### src/rtl/layer_sequencer_pkg.sv
// Shared types and defaults for the inter-layer sequencer.
package layer_sequencer_pkg;
  localparam int DATA_W_DEFAULT = 16;

  typedef enum logic {
    IDLE = 1'b0,
    SEND = 1'b1
  } state_t;
endpackage

### src/rtl/layer_sequencer.sv
// Captures a full parallel activation frame and replays it one word per beat,
// index 0 first, into the serial input of the next layer.
module layer_sequencer
  import layer_sequencer_pkg::*;
#(
  parameter int NN        = 10,
  parameter int dataWidth = DATA_W_DEFAULT
) (
  input  logic                    clk,
  input  logic                    rst,
  input  logic [NN-1:0]           in_valid,
  input  logic [NN*dataWidth-1:0] in_data,
  input  logic                    out_ready,
  output logic                    out_valid,
  output logic [dataWidth-1:0]    out_data,
  output logic                    busy,
  output logic                    frame_done,
  output logic                    overrun,
  output logic                    partial_err
);
  localparam int IDX_W = $clog2(NN);
  localparam logic [IDX_W-1:0] LAST_IDX = IDX_W'(NN - 1);

  state_t                  state;
  logic [IDX_W-1:0]        idx;
  logic [NN*dataWidth-1:0] frame;

  logic all_valid;
  logic partial;
  logic beat;
  logic last_beat;

  function automatic logic [dataWidth-1:0] word_at(input logic [NN*dataWidth-1:0] f,
                                                   input logic [IDX_W-1:0] i);
    return f[i*dataWidth +: dataWidth];
  endfunction

  assign all_valid = &in_valid;
  assign partial   = (|in_valid) && !all_valid;
  assign beat      = out_valid && out_ready;
  assign last_beat = beat && (idx == LAST_IDX);

  // The frame register is pure data and is simply overwritten on capture.
  always_ff @(posedge clk) begin
    if (all_valid && ((state == IDLE) || last_beat)) begin
      frame <= in_data;
    end
  end

  always_ff @(posedge clk) begin
    if (rst) begin
      state       <= IDLE;
      idx         <= '0;
      out_valid   <= 1'b0;
      out_data    <= '0;
      busy        <= 1'b0;
      frame_done  <= 1'b0;
      overrun     <= 1'b0;
      partial_err <= 1'b0;
    end else begin
      frame_done <= 1'b0;
      if (partial) begin
        partial_err <= 1'b1;
      end
      case (state)
        IDLE: begin
          if (all_valid) begin
            state     <= SEND;
            idx       <= '0;
            busy      <= 1'b1;
            out_valid <= 1'b1;
            out_data  <= in_data[dataWidth-1:0];
          end
        end
        SEND: begin
          if (last_beat) begin
            frame_done <= 1'b1;
            if (all_valid) begin
              // Back-to-back frame: the new word 0 follows word NN-1 with no gap.
              idx      <= '0;
              out_data <= in_data[dataWidth-1:0];
            end else begin
              state     <= IDLE;
              out_valid <= 1'b0;
              busy      <= 1'b0;
            end
          end else begin
            if (beat) begin
              idx      <= idx + 1'b1;
              out_data <= word_at(frame, idx + 1'b1);
            end
            if (all_valid) begin
              overrun <= 1'b1;
            end
          end
        end
        default: state <= IDLE;
      endcase
    end
  end
endmodule

### config.mk
export PLATFORM = sky130hd
export DESIGN_NAME = layer_sequencer
export DESIGN_NICKNAME = d
export VERILOG_FILES = /design/src/rtl/layer_sequencer_pkg.sv /design/src/rtl/layer_sequencer.sv
export SDC_FILE = /design/constraint.sdc
export NUM_CORES = 1
export LEC_CHECK = 0
export ABC_CLOCK_PERIOD_IN_PS = 8400
export BUFFER_PORTS_ARGS = -buffer_cell sky130_fd_sc_hd__buf_4
export CORE_UTILIZATION = 56
export CTS_CLUSTER_SIZE = 20
export DETAILED_ROUTE_END_ITERATION = 8
export GPL_ROUTABILITY_DRIVEN = 0
export PLACE_DENSITY = 0.84
export SYNTH_ARGS = -nofsm -noshare
export SYNTH_HDL_FRONTEND = slang
export SYNTH_SLANG_ARGS = --single-unit
### constraint.sdc
create_clock -name clk -period 8.4 [get_ports clk]
set_input_delay 1.26 -clock clk [delete_from_list [all_inputs] [get_ports clk]]
set_output_delay 1.26 -clock clk [all_outputs]
set_load 0.02 [all_outputs]
==> summary.txt <==
Timing
  • Min cycle time layout: 4640 ps
  • Clk_skew: slightly below 8 ps
  • Max Freq: 0.216 GHz
  • Crit share post-route: between 50% and 60%
  • Max Slew Vio Count: 0
  • Max_slew headroom: a little under a quarter
  • Setup repair after global routing missed its margin: false
  • Setup_tns: 0 ps
  • Final setup vio count: 0
  • Count of final hold-check violations: 0
  • Worst-Margin Slew: between 1000 and 1500 ps

Clocking
  • Worst-skew pair later-pin latency: ~430 ps
  • Clock-pin slew on the worst setup and hold paths: 70 ps
  • Cts repair resizes: 0
  • CTS buffer count: 17
  • Quantity of hold-fixing buffers added after cts: 0
  • # Post-CTS Setup Buffers: 0
  • CTS tree: yes
  • Max clock buf depth: 2
  • H-tree depth: 4
  • Root Driver: clkbuf_16
  • Sink Count: between 150 and 200

Power
  • Leak: between 3 and 4 nW
  • Worst IR Drop VDD: approximately 130 uV
  • PwrDens: 197 mW/mm2
  • Pwr Total: approximately 1.9 mW

Routing
  • Vias: approximately 4400
  • Initial drt markers: roughly 290
  • DRC viols: 0
  • Final ANT Viol Nets: 0
  • Final WL: roughly 16 mm
  • Routed WL per cell: roughly 21 um
  • Vias per cell: about 5.8
  • Drt pass-1 iters: 5

Critical path
  • Crit Path Category: flop to flop
  • Crit. End Element: flop
  • Critical path, cell by cell: ha_2 > nand3b_2 > o21ai_2 > nand2_1 > inv_6 > buf_4
  • CP peak stage delay: a little under 1000 ps
  • Critical path fanouts, max: 96
  • Req. time, crit path: ~8500 ps
  • Critical Path Start Type: flop
  • Number of buffers and inverters on the critical path: 2
  • Worst endpoint data arrival time: between 4000 and 5000 ps
  • Crit path max-delay cell type: buf_4
  • Delay-heaviest family, CP: buffers and inverters

Floorplanning
  • CORE AREA: approximately 0.013 mm2
  • Die H: roughly 120 um
  • Chip Width: around 120 um
  • Die area: ~0.013 mm2
  • Num rows: 41
  • Initial core utilization: between 50% and 60%
  • IO Pins: 194

Yosys
  • Synth unique cells: 42
  • Sequential element share of the synthesized area: about 73%
  • Post-Synthesis Cells: just under 400
  • Post-Syn Nets: 566
  • YS warnings: 0
  • Number of synthesized register bits: between 150 and 200
  • Syn Std Cell Area: around 0.0073 mm2
  • Area leader, netlist: edfxtp_1
  • Share of Yosys cell area claimed by the top area cell type: between 60% and 70%
  • Syn avg cell area: 18.6 um2
  • Synth area leaders: edfxtp_1 (66%), mux4_2 (8.4%), dfxtp_1 (6.9%)

Global routing
  • Vias in the first global route: between 4000 and 5000
  • All-Layer GR Usage: about a quarter
  • Largest net degree at the start of global routing: 97
  • Antenna violations before repair: 0
  • First-pass GRT wire length: roughly 24 mm
  • GR Overflow Total: 0

Placed design
  • I/O Buffers: approximately 190
  • DP HPWL: roughly 11 mm

Run status
  • Outcome: finished, final reports clean

Hold path
  • Min-Delay Path Class: flop to flop

Final layout
  • Final #Nets: around 760
  • Layout cell share with drive strength beyond 1: 47.0%
  • Diodes inserted: 0
  • Area grow syn2layout: 29.7%

Run
  • Max Cap Viol: 0
## cells by family after synthesis
logic type / Yosys count / synth area share [%]
xor gates and xnor gates: 2 / 0.241
buffers and inverters: 25 / 2.05
and+or+nand+nor: 52 / 3.63
muxes: 64 / 14.7
DFF: 185 / 73.0
adders and majority gates: 2 / 0.344
AOI/OAI and AO/OA: 61 / 6.04
## flip-flops by register name, summed over array words and instances, names as in the netlist
name,count
frame,160
busy,1
frame_done,1
state,1
idx,4
partial_err,1
out_data,16
overrun,1
## layer usage
metal / GRT usage (%) / part of all wire, %
met1: 30.3 / 38
met2: 42.9 / 51
met3: 7.64 / 8.6
met4: 10.4 / 2.3
met5: 0 / 0
## layout by cell type (no fill, tap or decap), types with 5 or more instances in the layout
master     count
a21oi_1       20
buf_4        195
clkbuf_16     17
dfxtp_1       24
edfxtp_1     160
mux2i_1       27
mux4_1         5
mux4_2        27
nand2_1       10
nor2_1        10
nor3_1        14
o221a_2       11
o22ai_1       12
## final timing paths
check | start | endpoint | slack, ps | cells after the start
min | partial_err | partial_err | 510 | 2
max | idx[0] | frame[26] | 3760 | 6
min reg2reg | partial_err | partial_err | 510 | 2
max reg2reg | idx[0] | frame[26] | 3760 | 6
## synth_stat cells
master,instances
a211oi_1,1
a21oi_1,20
a21oi_2,1
a22oi_1,4
a31oi_1,1
and2_1,1
buf_12,1
buf_2,10
buf_4,5
buf_6,1
clkbuf_1,5
clkinv_1,1
dfxtp_1,25
edfxtp_1,160
ha_1,2
inv_1,2
mux2_2,4
mux2_4,1
mux2i_1,27
mux4_1,5
mux4_2,27
nand2_1,10
nand3_1,3
nand3b_2,1
nand4_1,3
nand4b_1,1
nor2_1,10
nor2b_1,1
nor3_1,14
nor4_1,3
nor4b_1,1
o21a_1,1
o21ai_0,2
o21ai_1,2
o21ai_2,1
o221a_2,11
o221ai_1,4
o22ai_1,12
o32ai_2,1
or2_2,1
or3_1,3
xnor2_1,2
## worst min-delay path, delay by kind of cell (launching register included)
kind            cells  cell delay, ps
simple gates        1              90
compound gates      1              50
flops               1             340
## area by class of cell
class | instances | area, um2
multi-input combinational | 181 | 1840
timing repair buffer | 195 | 1460
clock inverter | 13 | 144
clock buffer | 19 | 443
fill | 780 | 3190
sequential | 185 | 5310
tap | 172 | 215
inverter | 3 | 16.3
## power breakdown
group / total (mW) / switching [mW] / internal (mW)
Combinational: 0.0730 / 0.0215 / 0.0515
Sequential: 0.998 / 0.000533 / 0.997
Clock: 0.788 / 0.340 / 0.448
Total: 1.86 / 0.362 / 1.50
## metrics by stage
| step | utilization, % | cells | area, um2 | hold WS [ps] | setup slack [ps] |
|---|---|---|---|---|---|
| 3_3_place_gp | 70.1 | 736 | 8840 | 465 | 3880 |
| 5_1_grt | 74.7 | 768 | 9430 | 536 | 3370 |
| 2_1_floorplan | - | 391 | 7270 | 509 | 2330 |
| 4_1_cts | 74.7 | 768 | 9430 | 513 | 3710 |
| 6_report | 74.7 | 768 | 9430 | 514 | 3760 |
| 3_5_place_dp | 70.1 | 736 | 8840 | 482 | 3590 |
No activity file was read; power rests on OpenSTA's default activity.
